--- src/rtl/spi_xfer_ctrl.sv ---
// ---------------------------------------------------------------------------
// spi_xfer_ctrl
//
// Sequencer in front of a single-byte SPI engine. It takes one request
// (slave index, byte count, clock divisor, mode), frames the transfer with
// that slave's active-low chip select, feeds TX bytes from a valid/ready
// stream into the engine one at a time, and returns every received byte on
// an RX valid/ready stream. The frame is closed with programmable select
// setup, hold and inter-frame gap times.
//
// Parameters:
//   N_SLAVES  number of chip selects (>= 1)
//   CS_SETUP  cycles with ss_n low before the first byte may start (>= 1)
//   CS_HOLD   cycles with ss_n low after the last byte is consumed (>= 1)
//   CS_GAP    cycles with all ss_n high before the next request (>= 1)
//
// Ports:
//   clk, reset                    clock, synchronous active-high reset
//   req_valid/req_ready           request handshake
//   req_slave/len/dvsr/cpol/cpha  request fields, latched on acceptance
//   tx_valid/tx_ready/tx_data     TX byte stream into the engine
//   rx_valid/rx_ready/rx_data     RX byte stream out of the engine
//   done                          one-cycle pulse at the end of a transaction
//   busy                          high whenever the sequencer is not idle
//   ss_n                          active-low chip selects
//   spi_din/dvsr/cpol/cpha/start  drive the byte engine
//   spi_dout/done_tick/ready      returned by the byte engine
// ---------------------------------------------------------------------------
module spi_xfer_ctrl #(
    parameter int N_SLAVES = 4,
    parameter int CS_SETUP = 2,
    parameter int CS_HOLD  = 2,
    parameter int CS_GAP   = 4,
    localparam int SW = (N_SLAVES > 1) ? $clog2(N_SLAVES) : 1
) (
    input  logic                clk,
    input  logic                reset,
    input  logic                req_valid,
    output logic                req_ready,
    input  logic [SW-1:0]       req_slave,
    input  logic [7:0]          req_len,
    input  logic [15:0]         req_dvsr,
    input  logic                req_cpol,
    input  logic                req_cpha,
    input  logic                tx_valid,
    output logic                tx_ready,
    input  logic [7:0]          tx_data,
    output logic                rx_valid,
    input  logic                rx_ready,
    output logic [7:0]          rx_data,
    output logic                done,
    output logic                busy,
    output logic [N_SLAVES-1:0] ss_n,
    output logic [7:0]          spi_din,
    output logic [15:0]         spi_dvsr,
    output logic                spi_cpol,
    output logic                spi_cpha,
    output logic                spi_start,
    input  logic [7:0]          spi_dout,
    input  logic                spi_done_tick,
    input  logic                spi_ready
);

    typedef enum logic [3:0] {
        IDLE,
        SETUP,
        WAIT_TX,
        START,
        BUSY,
        RX,
        HOLD,
        GAP,
        DONE
    } state_t;

    state_t        r_state;
    state_t        w_nextState;
    logic [15:0]   r_timer;
    logic [7:0]    r_byteCnt;
    logic [SW-1:0] r_slave;
    logic [15:0]   r_dvsr;
    logic          r_cpol;
    logic          r_cpha;
    logic [7:0]    r_din;
    logic [7:0]    r_rxData;
    logic          w_frameActive;

    // State register plus a shared dwell timer. The timer restarts on every
    // state change, so SETUP, HOLD and GAP each count from zero on entry.
    always_ff @(posedge clk) begin
        if (reset) begin
            r_state <= IDLE;
            r_timer <= 16'd0;
        end else begin
            r_state <= w_nextState;
            if (r_state != w_nextState) begin
                r_timer <= 16'd0;
            end else begin
                r_timer <= r_timer + 16'd1;
            end
        end
    end

    // Next-state logic. A stalled TX or RX stream simply parks the machine
    // in WAIT_TX or RX with the frame still open.
    always_comb begin
        w_nextState = r_state;
        case (r_state)
            IDLE: begin
                if (req_valid) begin
                    w_nextState = (req_len == 8'd0) ? DONE : SETUP;
                end
            end
            SETUP: begin
                if (r_timer == 16'(CS_SETUP - 1)) begin
                    w_nextState = WAIT_TX;
                end
            end
            WAIT_TX: begin
                if (tx_valid && spi_ready) begin
                    w_nextState = START;
                end
            end
            START: begin
                w_nextState = BUSY;
            end
            BUSY: begin
                if (spi_done_tick) begin
                    w_nextState = RX;
                end
            end
            RX: begin
                if (rx_ready) begin
                    w_nextState = (r_byteCnt == 8'd1) ? HOLD : WAIT_TX;
                end
            end
            HOLD: begin
                if (r_timer == 16'(CS_HOLD - 1)) begin
                    w_nextState = GAP;
                end
            end
            GAP: begin
                if (r_timer == 16'(CS_GAP - 1)) begin
                    w_nextState = DONE;
                end
            end
            DONE: begin
                w_nextState = IDLE;
            end
            default: begin
                w_nextState = IDLE;
            end
        endcase
    end

    // Outputs decoded purely from the current state. A slave index beyond
    // N_SLAVES matches no select line, so the bytes run with ss_n all high.
    always_comb begin
        req_ready     = (r_state == IDLE);
        tx_ready      = (r_state == WAIT_TX) && spi_ready;
        rx_valid      = (r_state == RX);
        spi_start     = (r_state == START);
        done          = (r_state == DONE);
        busy          = (r_state != IDLE);
        w_frameActive = (r_state == SETUP) || (r_state == WAIT_TX) ||
                        (r_state == START) || (r_state == BUSY) ||
                        (r_state == RX) || (r_state == HOLD);
        ss_n          = '1;
        if (w_frameActive) begin
            for (int i = 0; i < N_SLAVES; i++) begin
                if (r_slave == SW'(i)) begin
                    ss_n[i] = 1'b0;
                end
            end
        end
    end

    // Datapath: request latches, TX byte register, RX capture and the
    // remaining-byte counter. The engine configuration comes straight from
    // the latches so it stays fixed for the whole transaction.
    always_ff @(posedge clk) begin
        if (reset) begin
            r_slave   <= '0;
            r_byteCnt <= 8'd0;
            r_dvsr    <= 16'd0;
            r_cpol    <= 1'b0;
            r_cpha    <= 1'b0;
            r_din     <= 8'd0;
            r_rxData  <= 8'd0;
        end else begin
            if (r_state == IDLE && req_valid) begin
                r_slave   <= req_slave;
                r_byteCnt <= req_len;
                r_dvsr    <= req_dvsr;
                r_cpol    <= req_cpol;
                r_cpha    <= req_cpha;
            end
            if (tx_valid && tx_ready) begin
                r_din <= tx_data;
            end
            if (r_state == BUSY && spi_done_tick) begin
                r_rxData <= spi_dout;
            end
            if (r_state == RX && rx_ready) begin
                r_byteCnt <= r_byteCnt - 8'd1;
            end
        end
    end

    assign rx_data  = r_rxData;
    assign spi_din  = r_din;
    assign spi_dvsr = r_dvsr;
    assign spi_cpol = r_cpol;
    assign spi_cpha = r_cpha;

endmodule

--- config.mk ---
export PLATFORM = sky130hd
export DESIGN_NAME = spi_xfer_ctrl
export DESIGN_NICKNAME = d
export VERILOG_FILES = /design/src/rtl/spi_xfer_ctrl.sv
export SDC_FILE = /design/constraint.sdc
export NUM_CORES = 1
export LEC_CHECK = 0
export CAP_MARGIN = 20
export CORE_MARGIN = 1
export CORE_UTILIZATION = 45
export DETAILED_ROUTE_END_ITERATION = 10
export GPL_ROUTABILITY_DRIVEN = 0
export PLACE_DENSITY = 0.8
export SETUP_SLACK_MARGIN = 0.4
export SYNTH_ARGS = -nofsm -noshare
export SYNTH_HDL_FRONTEND = slang
export SYNTH_SLANG_ARGS = --single-unit
--- constraint.sdc ---
create_clock -name clk -period 3.9 [get_ports clk]
set_input_delay 0.78 -clock clk [delete_from_list [all_inputs] [get_ports clk]]
set_output_delay 0.78 -clock clk [all_outputs]
set_load 0.01 [all_outputs]
# --- Yosys cells after proc, flatten, opt, wreduce, memory -nomap -nowiden ---
# Index checks and enable logic that the tools add are counted.
word_totals:
  register_bits: 64
  output_inout_bits: 44
  elab_cells: 60
classes:
  n_eq_ne: 15
  muxes: 17
  n_reduce_logical: 17
  add_sub_neg: 2
ops:
  columns: ["operator", "count"]
  rows:
  - ["4-bit 2-to-1 mux", 9]
  - ["4-bit one-hot mux with 8 select lines", 1]
  - ["16-bit by 1-bit adder with 16-bit output (second input constant)", 1]
  - ["16-bit by 1-bit == test with 1-bit output (second input constant)", 1]
  - ["16-bit by 2-bit == test with 1-bit output (second input constant)", 1]
  - ["4-bit by 3-bit == test with 1-bit output (second input constant)", 4]
  - ["8-bit 2-to-1 mux", 2]
  - ["4-bit by 2-bit == test with 1-bit output (second input constant)", 2]
  - ["8-bit by 1-bit == test with 1-bit output (second input constant)", 1]
  - ["8-bit zero test", 1]
  - ["8-bit by 1-bit subtractor with 8-bit output (second input constant)", 1]
  - ["1-bit logical AND", 6]
  - ["1-bit logical OR", 5]
  - ["2-bit == test (second input constant)", 2]
  - ["4-bit by 1-bit == test with 1-bit output (second input constant)", 1]
  - ["4-bit == test (second input constant)", 1]
  - ["4-bit zero test", 1]
  - ["1-bit 2-to-1 mux", 4]
  - ["4-bit != test", 1]
  - ["4-bit nonzero test", 1]
  - ["3-bit 2-to-1 mux", 1]
  - ["2-bit by 1-bit == test with 1-bit output (second input constant)", 1]
  - ["2-bit zero test", 1]
  - ["2-bit nonzero test", 1]
  - ["2-bit OR reduction", 1]

# --- Logic depth before layout (Yosys ltp) ---
# Gate-level depths: netlist of the first run.
depth:
  word_depth: 7
  ltp_mapped: 9
  mapped_depth_nobuf: 7

# --- Worst setup path before layout of the first run ---
# No wires, ideal clock.
synth_path:
  path_type: "register to output"
  startpoint: "reg r_state[1]"
  endpoint: "out ss_n[0]"
  path_stages_with_launch: 5
  required_time_ns: 3.120
  t_arrival_ns: 1.326
  slack_ns: 1.794
  cell_sequence: "dfxtp_1 -> buf_6 -> and2_2 -> a211o_1 -> or3_1"
synth_via:
  elab_chain_cells: 7
synth_lines:
  columns: ["item", "line", "source"]
  rows:
  - ["start: declaration", "76", "state_t r_state;"]
  - ["start signal: assignment", "95", "r_state <= w_nextState;"]
  - ["4-bit by 1-bit == test with 1-bit output / 4-bit by 2-bit == test with 1-bit output (equally long branches)", "165", "w_frameActive = (r_state == SETUP) || (r_state == WAIT_TX) ||"]
  - ["1-bit logical OR (2 in a row)", "165", null]
  - ["1-bit logical OR (2 in a row)", "166", "(r_state == START) || (r_state == BUSY) ||"]
  - ["1-bit logical OR *", "167", "(r_state == RX) || (r_state == HOLD);"]
  - ["4-bit 2-to-1 mux *", "169", "if (w_frameActive) begin"]
  - ["end: declaration", "53", "output logic [N_SLAVES-1:0] ss_n,"]
# Every way passes the cells marked *; elsewhere a longest branch is shown, timed or not.

# --- Worst setup path after layout of the first run ---
layout_path:
  startpoint: "reg r_state[0]"
  endpoint: "out ss_n[0]"
# The elaborated chain is that of the path after synthesis.

==> results of run 1 <==
-- power groups by stage --
stage	combinational (mW)	sequential, mW	clock [mW]
2_1_floorplan	0.147	0.728	0
3_3_place_gp	0.264	0.729	0
3_5_place_dp	0.265	0.731	0
4_1_cts	0.268	0.717	0.663
5_1_grt	0.292	0.722	0.699
6_report	0.266	0.717	0.657
-- critical path: stages, from the launching register on --
cell	delay, ns
dfxtp_1	0.45
and2_2	0.30
a211o_1	0.36
or3_1	0.32
clkdlybuf4s50_1	0.48
-- synth_stat cells (2+ instances only) --
cell / n / share of area (%)
a211oi_1: 2 / 0.51
a21oi_1: 26 / 4.5
a22oi_1: 2 / 0.51
a31oi_1: 2 / 0.43
and2_1: 3 / 0.64
and4_1: 2 / 0.60
buf_4: 3 / 0.77
buf_6: 3 / 1.2
clkbuf_1: 9 / 1.2
dfxtp_1: 64 / 44
ha_1: 4 / 1.7
inv_1: 8 / 1.0
mux2i_1: 16 / 5.5
nand2_1: 53 / 6.8
nand3_1: 9 / 1.5
nand4_1: 6 / 1.3
nor2_1: 47 / 6.0
nor2b_1: 2 / 0.43
nor3_1: 7 / 1.2
nor3_4: 3 / 1.7
nor3b_1: 2 / 0.51
nor4_1: 9 / 1.9
nor4_2: 2 / 0.86
o211ai_1: 2 / 0.51
o21ai_0: 2 / 0.34
or3_1: 5 / 1.1
xnor2_1: 9 / 2.7
xor2_1: 5 / 1.5
-- layout make-up --
cell class	count	area (sq um)	share of cell area [%]
inverter	9	33.8	0.826
timing repair buffer	96	951	23.3
sequential	64	1280	31.3
multi-input combinational	247	1500	36.6
clock inverter	4	76.3	1.87
tap	75	93.8	2.29
clock buffer	12	155	3.79
-- state kept, by name (all words and copies together), names as in the netlist --
register   cells
r_slave        2
spi_cpha       1
spi_cpol       1
rx_data        8
r_timer       16
spi_din        8
r_state        4
r_byteCnt      8
spi_dvsr      16
-- layer usage --
layer / share of wire (%) / vias up / GRT usage [%]
li1: - / 1347 / -
met1: 46 / 1289 / 26.5
met4: 1.1 / 0 / 6.21
met2: 49 / 55 / 37.5
met5: 0 / - / 0
met3: 4.2 / 7 / 7.58
-- path summary, 6_finish.rpt --
check	cells past startpoint	start	end	slack [ns]
setup reg to reg	5	r_state[3]	r_timer[1]	1.67
setup / recovery	4	r_state[0]	ss_n[0]	0.88
hold / removal	2	spi_dvsr[3]	spi_dvsr[3]	0.46
hold reg to reg	2	spi_dvsr[3]	spi_dvsr[3]	0.46
-- cells by family (layout without fill, tap and decap cells) --
| logic type | count (synthesis) | after routing | share of synthesized area (%) |
|---|---|---|---|
| and+or+nand+nor | 165 | 165 | 29.3 |
| muxes | 16 | 16 | 5.49 |
| DFF | 64 | 64 | 43.9 |
| AOI/OAI and AO/OA | 48 | 48 | 10.6 |
| buffers and inverters | 27 | 121 | 4.80 |
| adders and majority gates | 4 | 4 | 1.71 |
| xor gates and xnor gates | 14 | 14 | 4.20 |
-- metrics by stage --
| stage | power [mW] | cell area (sq um) | utilization, % |
|---|---|---|---|
| floorplan | 0.874 | 2920 | - |
| global placement | 0.993 | 3860 | 63.3 |
| detailed placement | 0.997 | 3860 | 63.3 |
| CTS | 1.65 | 4090 | 67.1 |
| global route | 1.71 | 4090 | 67.1 |
| finish | 1.64 | 4090 | 67.1 |
==> impl_results.md, run 1 <==
- Initial core utilization: between 40% and 50%
- Internal power: between 1 and 1.5 mW
- Synth unique cells: slightly below 60
- Pleak: 1.57 nW
- Core area: 0.00610 sq mm
- Flops & latches, synth: 64
- Final wirelength: 6.99 mm
- Remaining antenna violation count: 0
- Syn Area/Cell: 8.64 sq um
- Worst hold path class: reg2reg
- Routed len/inst: approximately 14 um
- Ys async rst share: 0%
- Post-layout net count: 482
- CTS Sinks: 64
- Ys Warns: 0
- Fraction of layout cells with a size suffix above 1: under 10%
- DR iter-0 viols: 177
- Post-cts resize count: 0
- Number of antenna violations at the first check in global routing: 0
- Worst hold slack: 0.457 ns
- Power density cells: 401 mW/mm^2
- Number of global-route vias before repair: 2536
- Worst slew pin tran: between 0.8 and 0.9 ns
- Setup TNS: 0 ns
- Via density: 5.32
- Most common cell after layout, fill and taps aside: clkdlybuf4s50_1
- Net switching power: 0.420 mW
- Sw frac: 25.6%
- WS Path Type: reg2out
- Max-Cap Viols: 0
- Drt drc: 0
- Grt total ovfl: 0
- Status: completed
- Number of core rows: 28
- Critical path startpoint category: flip-flop
- Area Overhead vs Synth: 40.1%
- Critical Path End Type: output pin
- Fin cells: 507
- Slew Limit Headroom: ~40%
- Tot GR Track Use: 22.1%
- Clock share of power: 40.1%
- Main synth FF type: dfxtp_1
- Seq/Total Area, Yosys: 43.9%
- Clock skew: 0.00773 ns
- Hold buffers post-CTS: 0
- Comb power frac: between 15 and 20%
- Clk Latency, worst-skew pair: between 0.3 and 0.4 ns
- PnR worst setup slack: 0.876 ns
- Final Max Slew Viols: 0
- Number of port buffers: 94
- Reg clk slew, reported paths: 0.07 ns
- Fin crit share: between 70% and 80%
- DP Cell Count: 491
- Die area: approximately 0.0068 sq mm
- Final Hold Fails: 0
- Mapped Cells: 338
- First-pass GRT wire length: 11.3 mm
- Filler cells: 523
- EDFF count, synth: 0
- Die H: 82.5 um
- Number of post-CTS setup repair buffers: 0
- Max Fanout on Critical Path: 10
- Sequential fraction of design power: between 40% and 50%
- Worst VDD drop: 0.297 mV
- Setup violators final: 0
- Longest Clk Path Bufs: 2
- CTS tree: built
- Clk root buf: clkbuf_8
- DRT Pass-1 Iters: 4
- Critical Path AT: 2.24 ns
- Largest net degree at the start of global routing: 47
- Commonest cells after routing, fill and taps aside: clkdlybuf4s50_1 (93), dfxtp_1 (64), nand2_1 (53), nor2_1 (47), a21oi_1 (26)
- CTS Buf Count: 9
- Mapped cell area: ~0.003 sq mm
- Die Wd: approximately 83 um
- ANT cells: 0
- Ports: 95
- Final min period: 3.02 ns
- HPWL after DPL: 4.97 mm
- Pre-CTS worst setup slack: 1.18 ns
- Max frequency: 0.331 GHz
- H-tree levels: 3
- DR vias: between 2000 and 3000
- Syn Nets: roughly 390
- Unrepaired setup endpoints after global routing: false
- Data required, critical path: 3.12 ns
No activity file was read; power rests on OpenSTA's default activity.
==> inputs of run 2 (changes only) <==
==> constraint.sdc (replaced) <==
create_clock -name clk -period 2.9 [get_ports clk]
set_input_delay 0.58 -clock clk [delete_from_list [all_inputs] [get_ports clk]]
set_output_delay 0.58 -clock clk [all_outputs]
set_load 0.01 [all_outputs]
==> impl_results.md, run 2 (synthesized netlist as in run 1, its figures left out) <==
- Number of global-route vias before repair: about 2600
- Data required, critical path: ~2.3 ns
- Worst hold path class: reg2reg
- CP max-delay cell: dfxtp_4
- Cell Chain, Critical Path: and2_2 > a211o_1 > or3_1 > clkdlybuf4s15_1
- Power after layout: between 2 and 2.5 mW
- Max Fanout on Critical Path: 6
- Family with the most delay on the worst path: simple AND/OR/NAND/NOR gates
- Ports: between 90 and 100
- HPWL after DPL: 4.98 mm
- Die Wd: approximately 83 um
- Number of core rows: 28
- Met1 Usage GRT: ~28%
- Largest net degree at the start of global routing: 46
- GRT met3 Usage: 7.80%
- Filler cells: 518
- Worst slew pin tran: 0.485 ns
- Critical Path AT: 1.87 ns
- Pre-CTS worst setup slack: 0.449 ns
- DR iter-0 viols: between 100 and 150
- Fraction of layout cells with a size suffix above 1: between 10% and 20%
- Fin crit share: 84.5%
- Tot GR Track Use: 22.9%
- Critical Path End Type: output pin
- Final Max Slew Viols: 0
- Worst hold slack: 0.454 ns
- Post-layout net count: 492
- Die area: just under 0.007 sq mm
- Reg clk slew, reported paths: 0.07 ns
- DR vias: 2706
- Clk root buf: clkbuf_8
- Unrepaired setup endpoints after global routing: false
- First-pass GRT wire length: ~12 mm
- CTS Buf Count: 9
- Number of antenna violations at the first check in global routing: 0
- Clk Latency, worst-skew pair: 0.34 ns
- Setup violators final: 0
- Critical path startpoint category: flip-flop
- H-tree levels: 3
- Pleak: 1.59 nW
- Worst VDD drop: 0.363 mV
- Area Overhead vs Synth: 41.1%
- Die H: 82.5 um
- Met2 Track Usage GR: between 30 and 40%
- Final min period: 2.45 ns
- PnR worst setup slack: 0.448 ns
- Max frequency: 0.408 GHz
- Final wirelength: 7.15 mm
- Clock skew: 0.00810 ns
- Grt peak-use layer: met2
- Drt drc: 0
- Commonest cells after routing, fill and taps aside: clkdlybuf4s50_1 (89), dfxtp_1 (62), nand2_1 (53), nor2_1 (47), a21oi_1 (26)
- Max-Cap Viols: 0
- WS Path Type: reg2out
- CTS Sinks: between 60 and 70
- Critical path's largest stage delay: 0.37 ns
- Via density: about 5.2
- Power density cells: approximately 490 mW/mm^2
- Hold buffers post-CTS: 0
- Worst Path Buf+Inv: 1
- Most common cell after layout, fill and taps aside: clkdlybuf4s50_1
- Setup TNS: 0 ns
- Core area: 0.00610 sq mm
- Grt total ovfl: 0
- Remaining antenna violation count: 0
- Final Hold Fails: 0
- Initial core utilization: 47.9%
- Number of port buffers: 94
- Routed len/inst: 13.8 um
- Status: completed
- Slew Limit Headroom: 67.7%
- Longest Clk Path Bufs: 2
- DRT Pass-1 Iters: 4
- CTS tree: built
- ANT cells: 0
## run 2: worst reg2reg max path, cell delays in order (launching register included)
cell,delay (ns)
dfxtp_1,0.37
ha_1,0.27
nor3b_1,0.22
nand4_1,0.17
or3_1,0.38
nand3_2,0.27
nor4_1,0.11
## run 2: final timing paths
path,start,end,slack (ns),cells after the start
setup reg to reg,r_timer[0],r_timer[1],0.99,6
hold / removal,spi_dvsr[3],spi_dvsr[3],0.45,2
setup / recovery,r_state[0],ss_n[0],0.45,4
hold reg to reg,spi_dvsr[3],spi_dvsr[3],0.45,2
## run 2: area by class of cell
type	instances	area [sq um]	share of cell area, %
clock inverters	6	43.8	1.06
well taps	75	93.8	2.28
inverters	9	33.8	0.820
multi-input cells	247	1500	36.4
repair buffers	106	1020	24.8
flip-flops and latches	64	1290	31.3
clock buffers	10	138	3.34
## run 2: where the power goes
| part | total, mW | switching, mW | internal, mW |
|---|---|---|---|
| Clock | 0.688 | 0.354 | 0.334 |
| Sequential | 0.957 | 0.0350 | 0.922 |
| Combinational | 0.387 | 0.186 | 0.201 |
## run 2: repair_timing
action | 4_1_cts | 5_1_grt
gates resized for setup | 8 | 2
pin swaps | 1 | 1
setup endpoints to repair | 5 | 2
setup buffers | 1 | 5
## run 2: routing by layer
layer | wire (um) | up-vias
met1 | 3120 | 1267
li1 | - | 1368
met5 | 0 | -
met3 | 442 | 5
met2 | 3510 | 66
met4 | 70 | 0
## run 2: stage by stage
step,util (%),area [sq um],instances
floorplan,-,2920,338
global placement,63.8,3890,495
detailed placement,63.8,3890,495
CTS,66.9,4080,512
global route,67.6,4120,517
finish,67.6,4120,517
==> inputs of run 3 (changes only) <==
==> constraint.sdc (replaced) <==
create_clock -name clk -period 2.4 [get_ports clk]
set_input_delay 0.48 -clock clk [delete_from_list [all_inputs] [get_ports clk]]
set_output_delay 0.48 -clock clk [all_outputs]
set_load 0.01 [all_outputs]
==> impl_results.md, run 3 (synthesized netlist as in run 1, its figures left out) <==
- Status: completed
- Most common cell after layout, fill and taps aside: clkdlybuf4s50_1
- Remaining antenna violation count: 0
- Core area: a little over 0.006 sq mm
- Critical Path AT: 1.60 ns
- Setup TNS: 0 ns
- Worst slew pin tran: 0.512 ns
- Slew Limit Headroom: approximately two thirds
- Final Max Slew Viols: 0
- CTS Buf Count: 9
- Final wirelength: between 7 and 8 mm
- Worst VDD drop: 0.388 mV
- Max Fanout on Critical Path: 3
- Depth of the worst register-to-register path: 7
- Largest net degree at the start of global routing: 46
- Number of antenna violations at the first check in global routing: 0
- Family with the most delay on the worst path: simple AND/OR/NAND/NOR gates
- Routed len/inst: about 14 um
- Final Hold Fails: 0
- Reg clk slew, reported paths: 0.07 ns
- Hold depth: 2
- Internal power: 1.76 mW
- ANT cells: 0
- Max-Cap Viols: 0
- Area Overhead vs Synth: 42.3%
- Die Wd: between 80 and 90 um
- Number of global-route vias before repair: 2487
- Clock share of power: 32.8%
- Grt total ovfl: 0
- DRT Pass-1 Iters: 4
- Cell Chain, Critical Path: and2_4 > a211o_1 > or3_1 > buf_2
- Commonest cells after routing, fill and taps aside: clkdlybuf4s50_1 (83), dfxtp_1 (61), nand2_1 (53), nor2_1 (44), a21oi_1 (26)
- Unrepaired setup endpoints after global routing: true
- Comb power frac: 19.8%
- Longest Clk Path Bufs: 2
- Pleak: about 1.6 nW
- Fraction of layout cells with a size suffix above 1: around 14%
- Post-layout net count: 494
- CTS tree: built
- Worst hold path class: reg2reg
- Clk Latency, worst-skew pair: 0.34 ns
- DR iter-0 viols: 134
- Initial core utilization: 47.9%
- Hold buffers post-CTS: 0
- Critical path startpoint category: flip-flop
- Data required, critical path: about 1.9 ns
- Crit. path cell count: 4
- Die H: ~83 um
- CTS Sinks: 64
- Setup violators final: 0
- Sequential fraction of design power: 47.4%
- Max frequency: between 0.4 and 0.5 GHz
- Power after layout: approximately 2.4 mW
- Drt drc: 0
- Via density: 5.27
- Clock skew: 0.00635 ns
- Number of port buffers: 94
- HPWL after DPL: around 5.2 mm
- Sw frac: 27.9%
- WS Path Type: reg2out
- Final min period: 2.08 ns
- DR vias: between 2000 and 3000
- Power density cells: 588 mW/mm^2
- Critical Path End Type: output pin
- Critical path's largest stage delay: 0.33 ns
- Die area: 0.00681 sq mm
- First-pass GRT wire length: 11.6 mm
- CP max-delay cell: dfxtp_1
- Ports: 95
- Clk root buf: clkbuf_8
- H-tree levels: 3
- Net switching power: approximately 0.68 mW
- Tot GR Track Use: 23.0%
- Fin crit share: approximately 87%
- Number of core rows: 28
- Filler cells: 505
- Worst Path Buf+Inv: 1
run 3: path summary, 6_finish.rpt:
kind                     start            to  slack [ns]
setup / recovery    r_state[1]       ss_n[0]        0.32
hold / removal    spi_dvsr[11]  spi_dvsr[11]        0.46
setup reg to reg    r_timer[0]   r_timer[14]        0.47
hold reg to reg   spi_dvsr[11]  spi_dvsr[11]        0.46
run 3: routing by layer:
metal  track usage [%]  routed length, um  up-vias
li1                  -                  -     1372
met4              10.5                113        0
met3              6.04                421       10
met1              27.6               3220     1262
met2              38.3               3760       91
met5                 0                  0        -
run 3: area by class of cell:
class                      instances  area, sq um  area share (%)
clock inverter                     3         17.5           0.422
tap                               75         93.8            2.26
clock buffer                      13          149            3.58
timing repair buffer             108         1030            24.9
sequential                        64         1280            30.9
multi-input combinational        247         1540            37.1
inverter                           9         33.8           0.813
run 3: power groups by stage:
stage	Clock, mW	Sequential, mW	Combinational, mW
CTS	0.815	1.16	0.478
finish	0.801	1.16	0.482
floorplan	0	1.18	0.238
detailed placement	0	1.18	0.468
global placement	0	1.17	0.459
global route	0.882	1.16	0.527
run 3: timing repair:
item | 4_1_cts | 5_1_grt
pin swaps | 1 | 0
setup buffers | 3 | 1
setup endpoints to repair | 11 | 15
gates resized for setup | 36 | 6
hold endpoints to repair | 0 | 0
run 3: through the flow:
| step | utilization (%) | setup slack [ns] | hold WS [ns] | instances | area, sq um |
|---|---|---|---|---|---|
| after global routing | 68.1 | 0.260 | 0.470 | 519 | 4150 |
| after floorplan | - | 0.594 | 0.455 | 338 | 2920 |
| after detailed placement | 64.3 | 0.216 | 0.449 | 499 | 3920 |
| after CTS | 67.6 | 0.317 | 0.458 | 518 | 4120 |
| final | 68.1 | 0.316 | 0.460 | 519 | 4150 |
| after global placement | 64.3 | 0.244 | 0.442 | 499 | 3920 |
run 3: worst register-to-register path, cell delays in order (launching register included):
cell and delay [ns]:
dfxtp_1 0.39, ha_2 0.25, nor3b_2 0.19, nand4_1 0.22
or3_4 0.40, nand3_2 0.15, buf_6 0.17, nor2_1 0.05
==> RTL change 1: new RTL, settings of run 2 <==
`N_SLAVES`: 4 -> 2.
--- a/src/rtl/spi_xfer_ctrl.sv
+++ b/src/rtl/spi_xfer_ctrl.sv
@@ -29,3 +29,3 @@
 module spi_xfer_ctrl #(
-    parameter int N_SLAVES = 4,
+    parameter int N_SLAVES = 2,
     parameter int CS_SETUP = 2,
Ports: changed (resized req_slave and ss_n); port bits go from 95 to 92. No check against the original RTL was run, so the function may have changed too.
==> RTL change 1 against run 2 <==
Sequential cell count down 1. First-iteration DRC count down 16%. Clock power down 0.6%. Synthesized area up 1.6%. Setup slack better by 0.00075 ns. Global-route usage down 0.10 points. Final area up 8.0%. Largest cell class unchanged. Wire length up 11%. Total power up 9.4%. Register-to-register slack worse by 0.49 ns. Hold slack worse by 0.00097 ns. Combinational power up 51%.
==> RTL change 1: results (changes against run 2) <==
| Metric | Value |
|---|---|
| Postcts setup bufs | `3 (+2)` |
| Syn_area_per_cell | `8.83 sq um (+2.2%)` |
| Clock buffer depth | `2 (unchanged)` |
| Xor-xnor portion of the synthesized cell area | `4.13% (-0.067 points)` |
| Cell variety after synth | `53 (-10%)` |
| Non-clk buf share | `25.4% (+0.50 points)` |
| Arrival time worst endpoint | `2.71 ns (+0.84 ns)` |
| Fmax | `408 MHz (about the same)` |
| Clock-cell share of area | `3.94% (-0.47 points)` |
| Post_cts resized | `13 (+5)` |
| Largest net degree at the start of global routing | `45 (-2.2%)` |
| Wirelength per Cell | `15.0 microns (+8.4%)` |
| Crit path max-delay family | `compound AO/OA/AOI/OAI gates` |
| Reg-to-Reg Start | `r_timer[13]` |
| Vias post-DR | `2866 (+5.9%)` |
| Top cells by count, synth | `dfxtp_1, nand2_1, nor2_1, a21oi_1, mux2i_1` |
| First-pass GRT wire length | `12600 microns (+7.4%)` |
| Area share of fa/ha/maj cells after synthesis | `1.69% (-0.027 points)` |
| Vias in the first global route | `2778 (+8.7%)` |
| Peak VDD IR | `0.000420 V (+16%)` |
| Global Route Usage Sum | `22.8% (-0.10 points)` |
| CP max stage delay | `0.42 ns (+0.05 ns)` |
| Non-CTS inverters | `9 (unchanged)` |
| Sequential share of cell area | `28.5% (-2.8 points)` |
| Complex-gate fraction of the synthesized area | `12.4% (+1.9 points)` |
| Number of diodes | `0 (unchanged)` |
| Worst skew pair latency | `0.35 ns` |
| Layout cells sized above 1 | `19.1% (+8.0 points)` |
| Nets | `500 (+1.6%)` |
| # fillers | `490 (-5.4%)` |
| Clk_skew | `0.00873 ns (+0.000629 ns)` |
| Pleak | `1.55 nW (-2.3%)` |
| Ranking of synthesized cells by area | `dfxtp_1, nand2_1, mux2i_1` |
| Critical Path Start | `req_len[3]` |
| Multi-input gates | `244 (-1.2%)` |
| Slowest-stage cell, CP | `or4_4` |
| Worst min-delay path startpoint | `spi_dvsr[7]` |
| Post-detail-place hpwl | `5190 microns (+4.3%)` |
| Syn nets | `390 (-0.76%)` |
| Multiplexer share of the synthesized area | `6.12% (+0.63 points)` |
| WL final | `7910 microns (+11%)` |
| Root Driver | `clkbuf_8` |
| Crit Path Max Fanout | `7 (+1)` |
| Port Buffers | `91 (-3.2%)` |
| Worst slew margin | `52.6% (-15 points)` |
| CLK BUF | `11 (+1)` |
| Sequential area share after synthesis | `42.5% (-1.4 points)` |
| Clock sinks | `63 (-1.6%)` |
| Power share of the combinational group | `26.3% (+7.3 points)` |
| Net Switching | `688 uW (+20%)` |
| P_seq | `953 uW (-0.4%)` |
| Status | `complete, no violations` |
| Number of non-clock buffers | `119 (+12%)` |
| Drt first-iter violations | `119 (-16%)` |
| Dpl cells | `505 (+2.0%)` |
| Multi-input logic area | `1750 sq um (+17%)` |
| Ys async rst share | `0% (unchanged)` |
## RTL change 1: worst paths after layout
path            endpoint  slack (ns)  depth (start not counted)
max           r_timer[0]        0.45                          9
min          spi_dvsr[7]        0.45                          2
max reg2reg   r_timer[9]        0.50                          8
min reg2reg  spi_dvsr[7]        0.45                          2
## RTL change 1: stage by stage
stage	hold slack, ns	setup WS [ns]	instance area, sq um	total power [mW]	util [%]
after floorplan	0.444	0.403	2970	1.23	-
after global placement	0.441	-0.540	4040	1.43	63.7
after detailed placement	0.447	-0.597	4040	1.44	63.7
after CTS	0.457	0.409	4310	2.18	67.8
after global routing	0.477	0.376	4450	2.32	70.0
final	0.453	0.449	4450	2.22	70.0
## RTL change 1: layer usage
| metal | vias up | GRT usage (%) | wire length (microns) |
|---|---|---|---|
| met2 | 94 | 38.2 | 3850 |
| met1 | 1343 | 26.4 | 3360 |
| li1 | 1410 | - | - |
| met3 | 19 | 5.07 | 446 |
| met4 | 0 | 14.1 | 252 |
| met5 | - | 0 | 0 |
==> RTL change 2: new RTL, flow settings as in run 2 <==
Without the edit above. The 9 states of `state_t` get a Gray code encoding in 4 bits.
--- a/src/rtl/spi_xfer_ctrl.sv
+++ b/src/rtl/spi_xfer_ctrl.sv
@@ -64,11 +64,11 @@
     typedef enum logic [3:0] {
-        IDLE,
-        SETUP,
-        WAIT_TX,
-        START,
-        BUSY,
-        RX,
-        HOLD,
-        GAP,
-        DONE
+        IDLE    = 4'b0000,
+        SETUP   = 4'b0001,
+        WAIT_TX = 4'b0011,
+        START   = 4'b0010,
+        BUSY    = 4'b0110,
+        RX      = 4'b0111,
+        HOLD    = 4'b0101,
+        GAP     = 4'b0100,
+        DONE    = 4'b1100
     } state_t;
Check against the original RTL: no difference found for any inputs over 10 cycles, from zero or initial values and one cycle with reset high; not proved beyond that.
==> RTL change 2 against run 2 <==
Clock skew barely moved. Largest cell class unchanged. First-iteration DRC count is 17% higher. Maximum frequency grew 1.3%. Setup slack gained 0.030 ns. Utilization is 1.5 points lower. Final area grew 1.2%. Final cell count down 1.5%. Sequential cell count did not move. Largest power group unchanged. Highest routed layer unchanged. Wire length increased by 1.1%. Total power increased by 14%. Synthesized area rose by 0.56%.
==> RTL change 2: results (changes against run 2) <==
| Metric | Value |
|---|---|
| First-pass GRT wire length | `11700 microns (+0.12%)` |
| Cell variety after synth | `52 (-12%)` |
| Syn_area_per_cell | `8.79 sq um (+1.8%)` |
| Drt first-iter violations | `165 (+17%)` |
| Crit path max-delay family | `flip-flops` |
| Vias in the first global route | `2487 (-2.7%)` |
| Slowest-stage cell, CP | `dfxtp_1` |
| Dpl cells | `493 (-0.40%)` |
| Port Buffers | `94 (unchanged)` |
| Post-detail-place hpwl | `5020 microns (+0.84%)` |
| CP max stage delay | `0.58 ns (+0.21 ns)` |
| Peak VDD IR | `0.000440 V (+21%)` |
| Layout cells sized above 1 | `10.9% (-0.21 points)` |
| Area share of the largest cell type after synthesis | `43.6% (-0.24 points)` |
| Post-synth top area cell | `dfxtp_1` |
| Status | `complete, no violations` |
| Hold crit path type | `reg2reg` |
| Arrival time worst endpoint | `1.84 ns (-0.03 ns)` |
| Top cells by count, synth | `dfxtp_1, nand2_1, nor2_1, a21oi_1, mux2i_1` |
| Vias post-DR | `2679 (-1.0%)` |
| Ranking of synthesized cells by area | `dfxtp_1, nand2_1, mux2i_1` |
| Crit Path Max Fanout | `12 (+6)` |
| Syn nets | `389 (-1.0%)` |
| Global Route Usage Sum | `22.5% (-0.43 points)` |
| Met3 wire length | `445 microns (+0.68%)` |
| Met1 wire length | `3170 microns (+1.3%)` |
| Met2 Wirelength | `3480 microns (-0.77%)` |
| Clk_skew | `0.00796 ns (-0.000138 ns)` |
| Worst slew margin | `50.9% (-17 points)` |
| Sequential area share after synthesis | `43.6% (-0.24 points)` |
| Nets | `482 (-2.0%)` |
| # fillers | `537 (+3.7%)` |
[RTL change 2: layout make-up]
class | count | area [sq um] | share of cell area, %
multi-input combinational | 248 | 1550 | 37.3
sequential | 64 | 1280 | 30.8
timing repair buffer | 99 | 978 | 23.5
clock buffer | 11 | 151 | 3.63
tap | 77 | 96.3 | 2.31
clock inverter | 5 | 86.3 | 2.07
inverter | 5 | 18.8 | 0.450
[RTL change 2: power by group]
part           switching, mW  internal, mW
combinational          0.212         0.211
clock                  0.369         0.539
sequential            0.0502         0.927
[RTL change 2: stage by stage]
step	hold slack (ns)	util [%]	instance area (sq um)
3_3_place_gp	0.441	62.1	3920
3_5_place_dp	0.446	62.1	3920
6_report	0.455	66.1	4170
5_1_grt	0.476	66.1	4170
4_1_cts	0.457	65.9	4160
2_1_floorplan	0.444	-	2940
[RTL change 2: worst paths after layout]
check                   start  slack [ns]          end  cells after the start
setup / recovery   r_state[3]        0.48     rx_valid                      3
hold / removal    spi_dvsr[4]        0.46  spi_dvsr[4]                      2
setup reg to reg   r_state[3]        0.86  r_timer[10]                      7
hold reg to reg   spi_dvsr[4]        0.46  spi_dvsr[4]                      2
[RTL change 2: logic make-up after synthesis]
group / Yosys count / synth area share (%)
compound gates: 47 / 9.76
simple gates: 167 / 31.5
fa+ha+maj: 4 / 1.71
mux: 16 / 5.46
buf+inv: 22 / 3.71
xor+xnor: 14 / 4.18
flops: 64 / 43.6
[RTL change 2: repair_timing]
action / in CTS / in global routing
gates resized for setup: 2 / 3
setup endpoints to repair: 7 / 7
pin swaps: 0 / 0
[RTL change 2: tightest hold or removal path: stages, from the launching register on]
cell     delay [ns]
dfxtp_1        0.31
nand2_1        0.05
a21oi_1        0.05
[RTL change 2: layer usage]
metal | global-route usage [%] | vias up
met5 | 0 | -
met1 | 30.0 | 1239
met2 | 33.9 | 75
li1 | - | 1352
met4 | 9.31 | 0
met3 | 6.15 | 13
